## src/rtl/vga_pattern_gen.sv

```systemverilog
// VGA timing plus animated test pattern (bars, checker, gradient, solid) with scroll/pause.
// Latency: sync, video_active and colour are registered one clock after the hpos/vpos state.
// Backpressure: none; the raster runs free and only the animation state honours pause.
module vga_pattern_gen #(
  parameter int H_ACTIVE   = 640,
  parameter int H_FP       = 16,
  parameter int H_SYNC     = 96,
  parameter int H_BP       = 48,
  parameter int V_ACTIVE   = 480,
  parameter int V_FP       = 10,
  parameter int V_SYNC     = 2,
  parameter int V_BP       = 33,
  parameter bit SYNC_POL   = 1'b0,
  parameter int COLOR_BITS = 2
) (
  input  logic                  clk,
  input  logic                  rst_n,
  input  logic [1:0]            mode,
  input  logic [2:0]            speed,
  input  logic [3:0]            bit_sel,
  input  logic                  pause,
  output logic                  hsync,
  output logic                  vsync,
  output logic [COLOR_BITS-1:0] r,
  output logic [COLOR_BITS-1:0] g,
  output logic [COLOR_BITS-1:0] b,
  output logic                  video_active,
  output logic [7:0]            frame_cnt
);

  localparam int H_TOTAL = H_ACTIVE + H_FP + H_SYNC + H_BP;
  localparam int V_TOTAL = V_ACTIVE + V_FP + V_SYNC + V_BP;
  localparam int HW      = $clog2(H_TOTAL);
  localparam int VW      = $clog2(V_TOTAL);

  localparam logic [HW-1:0] H_LAST   = HW'(H_TOTAL - 1);
  localparam logic [HW-1:0] H_ACT    = HW'(H_ACTIVE);
  localparam logic [HW-1:0] HS_BEGIN = HW'(H_ACTIVE + H_FP);
  localparam logic [HW-1:0] HS_END   = HW'(H_ACTIVE + H_FP + H_SYNC - 1);
  localparam logic [VW-1:0] V_LAST   = VW'(V_TOTAL - 1);
  localparam logic [VW-1:0] V_ACT    = VW'(V_ACTIVE);
  localparam logic [VW-1:0] V_FE     = VW'(V_ACTIVE - 1);
  localparam logic [VW-1:0] VS_BEGIN = VW'(V_ACTIVE + V_FP);
  localparam logic [VW-1:0] VS_END   = VW'(V_ACTIVE + V_FP + V_SYNC - 1);

  typedef enum logic [1:0] {
    PAT_BARS     = 2'd0,
    PAT_CHECKER  = 2'd1,
    PAT_GRADIENT = 2'd2,
    PAT_SOLID    = 2'd3
  } pat_e;

  logic [HW-1:0] hpos;
  logic [VW-1:0] vpos;
  logic [9:0]    offset;
  pat_e          mode_q;

  logic          frame_evt;
  logic          active;
  logic          in_hsync;
  logic          in_vsync;
  logic [9:0]    mx;
  logic [7:0]    y8;
  logic [3:0]    sel;
  logic [7:0]    ir;
  logic [7:0]    ig;
  logic [7:0]    ib;

  // Raster counters never stop, pause only affects animation state.
  always_ff @(posedge clk or negedge rst_n) begin
    if (!rst_n) begin
      hpos <= '0;
      vpos <= '0;
    end else if (hpos == H_LAST) begin
      hpos <= '0;
      vpos <= (vpos == V_LAST) ? '0 : vpos + VW'(1);
    end else begin
      hpos <= hpos + HW'(1);
    end
  end

  assign frame_evt = (hpos == H_LAST) && (vpos == V_FE);

  // Mode is latched only at the frame event so a change never tears a visible frame.
  always_ff @(posedge clk or negedge rst_n) begin
    if (!rst_n) begin
      offset    <= '0;
      frame_cnt <= '0;
      mode_q    <= PAT_BARS;
    end else if (frame_evt && !pause) begin
      offset    <= offset + 10'(speed);
      frame_cnt <= frame_cnt + 8'd1;
      mode_q    <= pat_e'(mode);
    end
  end

  assign active   = (hpos < H_ACT) && (vpos < V_ACT);
  assign in_hsync = (hpos >= HS_BEGIN) && (hpos <= HS_END);
  assign in_vsync = (vpos >= VS_BEGIN) && (vpos <= VS_END);
  assign mx       = 10'(hpos) + offset;
  assign y8       = 8'(vpos);
  assign sel      = (bit_sel > 4'd9) ? 4'd9 : bit_sel;

  always_comb begin
    ir = 8'h00;
    ig = 8'h00;
    ib = 8'h00;
    case (mode_q)
      PAT_BARS: begin
        ir = mx[sel] ? 8'hFF : 8'h00;
        ig = mx[6]   ? 8'hFF : 8'h00;
        ib = mx[7]   ? 8'hFF : 8'h00;
      end
      PAT_CHECKER: begin
        ir = (mx[5] ^ y8[5]) ? 8'hFF : 8'h00;
        ig = ir;
        ib = ir;
      end
      PAT_GRADIENT: begin
        ir = mx[7:0];
        ig = y8;
        ib = mx[7:0] ^ y8;
      end
      PAT_SOLID: begin
        ir = frame_cnt[0] ? 8'hFF : 8'h00;
        ig = frame_cnt[1] ? 8'hFF : 8'h00;
        ib = frame_cnt[2] ? 8'hFF : 8'h00;
      end
      default: begin
        ir = 8'h00;
        ig = 8'h00;
        ib = 8'h00;
      end
    endcase
  end

  // Keep the top COLOR_BITS of each 8-bit intensity; blanking forces black.
  always_ff @(posedge clk or negedge rst_n) begin
    if (!rst_n) begin
      hsync        <= ~SYNC_POL;
      vsync        <= ~SYNC_POL;
      video_active <= 1'b0;
      r            <= '0;
      g            <= '0;
      b            <= '0;
    end else begin
      hsync        <= in_hsync ? SYNC_POL : ~SYNC_POL;
      vsync        <= in_vsync ? SYNC_POL : ~SYNC_POL;
      video_active <= active;
      r            <= active ? COLOR_BITS'(ir >> (8 - COLOR_BITS)) : '0;
      g            <= active ? COLOR_BITS'(ig >> (8 - COLOR_BITS)) : '0;
      b            <= active ? COLOR_BITS'(ib >> (8 - COLOR_BITS)) : '0;
    end
  end

endmodule

```

## config.mk

```make
export PLATFORM = sky130hd
export DESIGN_NAME = vga_pattern_gen
export DESIGN_NICKNAME = d
export VERILOG_FILES = /design/src/rtl/vga_pattern_gen.sv
export SDC_FILE = /design/constraint.sdc
export NUM_CORES = 1
export LEC_CHECK = 0
export ABC_AREA = 1
export BUFFER_PORTS_ARGS = -buffer_cell sky130_fd_sc_hd__buf_2
export CAP_MARGIN = 30
export CORE_ASPECT_RATIO = 0.5
export CORE_MARGIN = 2
export CORE_UTILIZATION = 30
export CTS_BUF_LIST = sky130_fd_sc_hd__clkbuf_4
export CTS_CLUSTER_DIAMETER = 150
export DETAILED_ROUTE_END_ITERATION = 12
export PLACE_DENSITY = 0.45
export SYNTH_ARGS = -nofsm -noshare
export SYNTH_HDL_FRONTEND = slang
export SYNTH_SLANG_ARGS = --single-unit
export TNS_END_PERCENT = 5
```

## constraint.sdc

```tcl
create_clock -name clk -period 2.5 [get_ports clk]
set_input_delay 0.25 -clock clk [delete_from_list [all_inputs] [get_ports clk]]
set_output_delay 0.25 -clock clk [all_outputs]
set_load 0.01 [all_outputs]
```

# Yosys cells after proc, flatten, opt, wreduce, memory -nomap -nowiden
# Index checks and enable logic that the tools add are counted.
# classes
add_sub_neg,5
n_mux,20
bitwise,2
order_cmp,8
eq_ne,6
n_reduce_logical,7
# op_table
cell,n
case mux 8 bit (4 select lines),3
2-to-1 mux 8 bit,7
"adder 10 x 1 -> 10 bit, second input constant",2
"== test 10 bit, second input constant",2
2-to-1 mux 10 bit,2
adder 10 bit,1
adder 10 x 3 -> 10 bit,1
"== test 10 x 9 -> 1 bit, second input constant",1
">= comparator 10 bit, second input constant",1
">= comparator 10 x 9 -> 1 bit, second input constant",1
"<= comparator 10 bit, second input constant",1
"<= comparator 10 x 9 -> 1 bit, second input constant",1
"< comparator 10 bit, second input constant",1
"< comparator 10 x 9 -> 1 bit, second input constant",1
"adder 8 x 1 -> 8 bit, second input constant",1
bitwise XOR 8 bit,1
2-to-1 mux 2 bit,3
logical AND 1 bit,5
"< comparator 4 x 5 -> 1 bit, second input constant",1
binary-select mux 1 bit (select 4 bit),1
"== test 2 bit, second input constant",2
"greater-than comparator 4 bit, second input constant",1
2-to-1 mux 4 bit,1
2-to-1 mux 1 bit,3
other kinds (4),4
# word_totals
inputBits,12
regBits,49
elab_cells,59
output_inout_bits,17

# Depth between registers and ports, before layout
# logic_depth
word_depth,7
ltp_mapped,15
mapped_depth_nobuf,15

# Worst setup path after synthesis
# OpenSTA, ideal clock, no wires.
# synth_path
kind,register to register
from,register hpos[0]
to,register b[0]
setup_slack_ps,603
setup_time_ps,126
t_arrival_ps,1771
required_ps,2374
n_path_buf,0
period_less_slack_ps,1897
stages_incl_launch_ff,14
cell_sequence,dfrtp_1 -> ha_1 -> inv_1 -> fa_1 -> inv_1 -> nand3_1 -> nand2_1 -> nand2_1 -> nand3b_1 -> nand2_1 -> o21ai_0 -> a21oi_1 -> nor2_1 -> nor2_1
# synth_between
elab_chain_cells,5
word_cells_on_any_way,9
classes_between,1 x add/sub; 1 x order compare; 4 x mux; 2 x bitwise; 1 x reduce/logical
# synth_lines
item,line_no,rtl
start: declaration,53,logic [HW-1:0] hpos;
start signal: assignment,78,hpos <= hpos + HW'(1);
adder 10 bit,100,assign mx = 10'(hpos) + offset;
bitwise XOR 1 bit,115,ir = (mx[5] ^ y8[5]) ? 8'hFF : 8'h00;
2-to-1 mux 8 bit,115,
case mux 8 bit (4 select lines),108,case (mode_q)
2-to-1 mux 2 bit (*),152,b <= active ? COLOR_BITS'(ib >> (8 - COLOR_BITS)) : '0;
end signal: assignment,152,
end: declaration,26,"output logic [COLOR_BITS-1:0] b,"
# Mark *: on every way between the ends. The rest lies on a longest branch, timed or not.
# A chain may end at the register's enable or synchronous reset.

# Worst setup path in the final report
# Same ends and word-level chain as after synthesis.

==> reports/metrics.csv <==
stage;metric;value;unit
floorplan;Die ar.;0.0117;mm²
timing;RSZ-0062 raised after global routing;false;
yosys;top-count cell post-synth;nand2_1;
detailed_routing;Via Count;2799;
critical_path;CP max FO;5;
critical_path;Worst setup SP type;flip-flop;
yosys;proportion of synthesized area in mux cells;0.0139;
cells_and_area;fraction of layout cells with a size suffix above 1;0.131;
critical_path;crit path DAT;2470;ps
floorplan;total core area;0.0103;mm²
timing;Clock Skew;18.3;ps
timing;normalized max-slew margin;0.468;
power_and_ir_drop;Leak;1.95;nW
yosys;ranking of synthesized cells by area;dfrtp_1 36%, nand2_1 10%, inv_1 8.4%;
yosys;Most used DFF post-synth;dfrtp_1;
yosys;Synthesized Nets;457;
floorplan;Cell Rows;26;
cells_and_area;Post-layout nets;497;
critical_path;worst r2r src;hpos[0]$_DFF_PN0_;
timing;f_max;0.461;GHz
placement;IO Port Bufs;28;
worst_hold_path;Hold Path Class;primary input to flip-flop;
global_routing;largest net degree at the start of global routing;36;
cells_and_area;ANT cells;0;
run;MaxCap Viol Count;0;
yosys;cell accounting for the most synthesized area;dfrtp_1;
cells_and_area;Fill cells;1137;
timing;Max Slew Vio Count;0;
critical_path;CP required;2800;ps
yosys;Synth Area in Adders;0.0781;
floorplan;die span in y;77.4;µm
detailed_routing;Iter 0 DRT Violations;132;
clocking;CTS Buf Count;5;
power_and_ir_drop;Pwr per Cell Area;348;mW/mm²
yosys;register area share after synthesis;0.380;
timing;post-route clock period utilization;0.868;
timing;Final Setup Violations;0;
yosys;#FFs+latches synth;49;
clocking;CTS tree;done;
status;outcome;finished, final reports clean;
detailed_routing;Routed wire per std cell;13.6;µm
yosys;Post-Synth XOR/XNOR Area;0.0541;
clocking;clock root cell;clkbuf_4;
detailed_routing;ANT nets after route;0;
yosys;cell area after synthesis;0.00324;mm²
global_routing;first-pass GRT wire length;14400;µm
cells_and_area;Layout area overhead;13.0;%
critical_path;Setup CP Type;flip-flop to flip-flop;
detailed_routing;DR pass1 iterations;4;
detailed_routing;Post-Route WL;8270;µm
clocking;clock-pin slew on the worst setup and hold paths;170;ps
clocking;Clock Latency Late Sink;390;ps
timing;Tightest Pin Transition;798;ps
clocking;clk sink count;49;
yosys;post-synth top area share;0.363;
critical_path;Worst Setup EP;b[0]$_DFF_PN0_;
yosys;Yosys cell types;36;
yosys;syn_area_per_cell;7.60;µm²
yosys;Compound-Gate Fraction of Synth Area;0.0692;
yosys;top cells by instance count after synthesis;89 x nand2_1, 72 x inv_1, 48 x nor2_1;
yosys;Mapped Cells;426;
yosys;post-synthesis simple-gate area fraction;0.314;
power_and_ir_drop;Max IR drop VDD;0.193;mV
placement;RePlAce Congestion;0.860;
critical_path;FF-to-FF path depth;13;
yosys;largest family of logic cells by synthesized area;simple AND/OR/NAND/NOR gates;
power_and_ir_drop;total power;0.00127;W
floorplan;initial core utilization;0.313;
clocking;Max clock buf depth;2;
critical_path;Crit. End Element;flip-flop;
floorplan;die width;151;µm
clocking;H-tree depth;2;
critical_path;R2R Setup Slk;330;ps
placement;Post-DP HPWL;6640;µm
detailed_routing;DRC;0;
detailed_routing;routed vias/inst;4.61;
floorplan;IO Count;29;
global_routing;All-Layer GR Usage;0.158;
timing;Fin Setup TNS;0;ps
global_routing;global route overflow;0;
yosys;number of synthesized flops with an enable pin;0;
timing;final hold violations;0;
global_routing;initial antenna violation count;0;
critical_path;crit path from;hpos[0]$_DFF_PN0_;
yosys;synth warn;0;
global_routing;vias in the first global route;2828;
timing;post-layout min period;2170;ps
critical_path;r2r endpoint;b[0]$_DFF_PN0_;
yosys;FFs w/ async S/R, synth;1.00;
-- report_power, final --
part,internal (W),switching [W]
Combinational,0.0000167,0.0000373
Clock,0.000116,0.000307
Sequential,0.000793,0
Total,0.000926,0.000344
-- layer usage --
layer	part of all wire	GRT usage
met5	0	0
met4	0.0096	0.0383
met3	0.034	0.0288
met2	0.41	0.229
met1	0.55	0.241
-- critical path: stages (launching register included) --
cell and delay [ps]:
dfrtp_1 450, ha_1 220, inv_1 60, fa_1 380, inv_1 80, nand3_1 90
nand2_1 110, nand2_1 80, nand3b_1 100, nand2_1 120, o21ai_0 170, a21oi_1 60
nor2_1 100, nor2_1 50
-- through the flow --
step	hold slack [ps]	setup slack, ps	cell area (µm²)	cells	util
3_5_place_dp	388	325	3580	598	0.346
6_report	73.4	331	3650	607	0.353
5_1_grt	35.3	1.13	3650	607	0.353
2_1_floorplan	-45.6	603	3240	426	-
3_3_place_gp	385	392	3580	598	0.346
4_1_cts	49.0	315	3650	607	0.353
-- logic make-up after synthesis --
family	Yosys count
DFF	49
adders and majority gates	19
AOI/OAI and AO/OA	41
buffers and inverters	76
and+or+nand+nor	218
muxes	3
xor gates and xnor gates	20
-- area by class of cell --
| type | instances | area, µm² | share of cell area |
|---|---|---|---|
| clock buffer | 5 | 37.5 | 0.0103 |
| tap | 140 | 175 | 0.0479 |
| clock inverter | 3 | 26.3 | 0.00719 |
| multi-input combinational | 301 | 1710 | 0.469 |
| sequential | 49 | 1230 | 0.336 |
| inverter | 74 | 278 | 0.0760 |
| timing repair buffer | 35 | 195 | 0.0534 |
-- what timing repair did --
action,in CTS,in global routing
resized for setup,0,0
hold buffers,1,0
setup buffers,0,0
setup endpoints to repair,0,0
hold endpoints to repair,31,0
-- layout by cell type (no fill, tap or decap), types with 2 or more instances in the layout --
cell type,instances
a211oi_1,2
a21oi_1,21
buf_2,28
buf_4,6
clkbuf_4,5
clkinvlp_4,2
dfrtp_1,47
dfstp_2,2
fa_1,2
ha_1,17
inv_1,72
inv_2,2
mux2_4,3
nand2_1,89
nand3_1,41
nand3_2,3
nand3b_1,2
nand4_1,13
nor2_1,48
nor3_1,9
nor4_1,5
o21ai_0,12
xnor2_1,2
xor2_1,18
-- worst min path at each step --
stage             from                     to  cells after the start
3_5_place_dp     rst_n    vpos[1]$_DFFE_PN0N_                      1
3_3_place_gp     rst_n    vpos[0]$_DFFE_PN0N_                      1
5_1_grt        mode[0]  mode_q[0]$_DFFE_PN0P_                      2
4_1_cts        mode[0]  mode_q[0]$_DFFE_PN0P_                      2
2_1_floorplan    rst_n         b[0]$_DFF_PN0_                      0
6_report       mode[0]  mode_q[0]$_DFFE_PN0P_                      2
-- registers in the layout (all words and copies together) (netlist names) --
signal        flops
hpos             10
offset           10
vpos             10
frame_cnt         8
b                 2
g                 2
mode_q            2
r                 2
hsync             1
video_active      1
vsync             1
No activity file was read; power rests on OpenSTA's default activity.
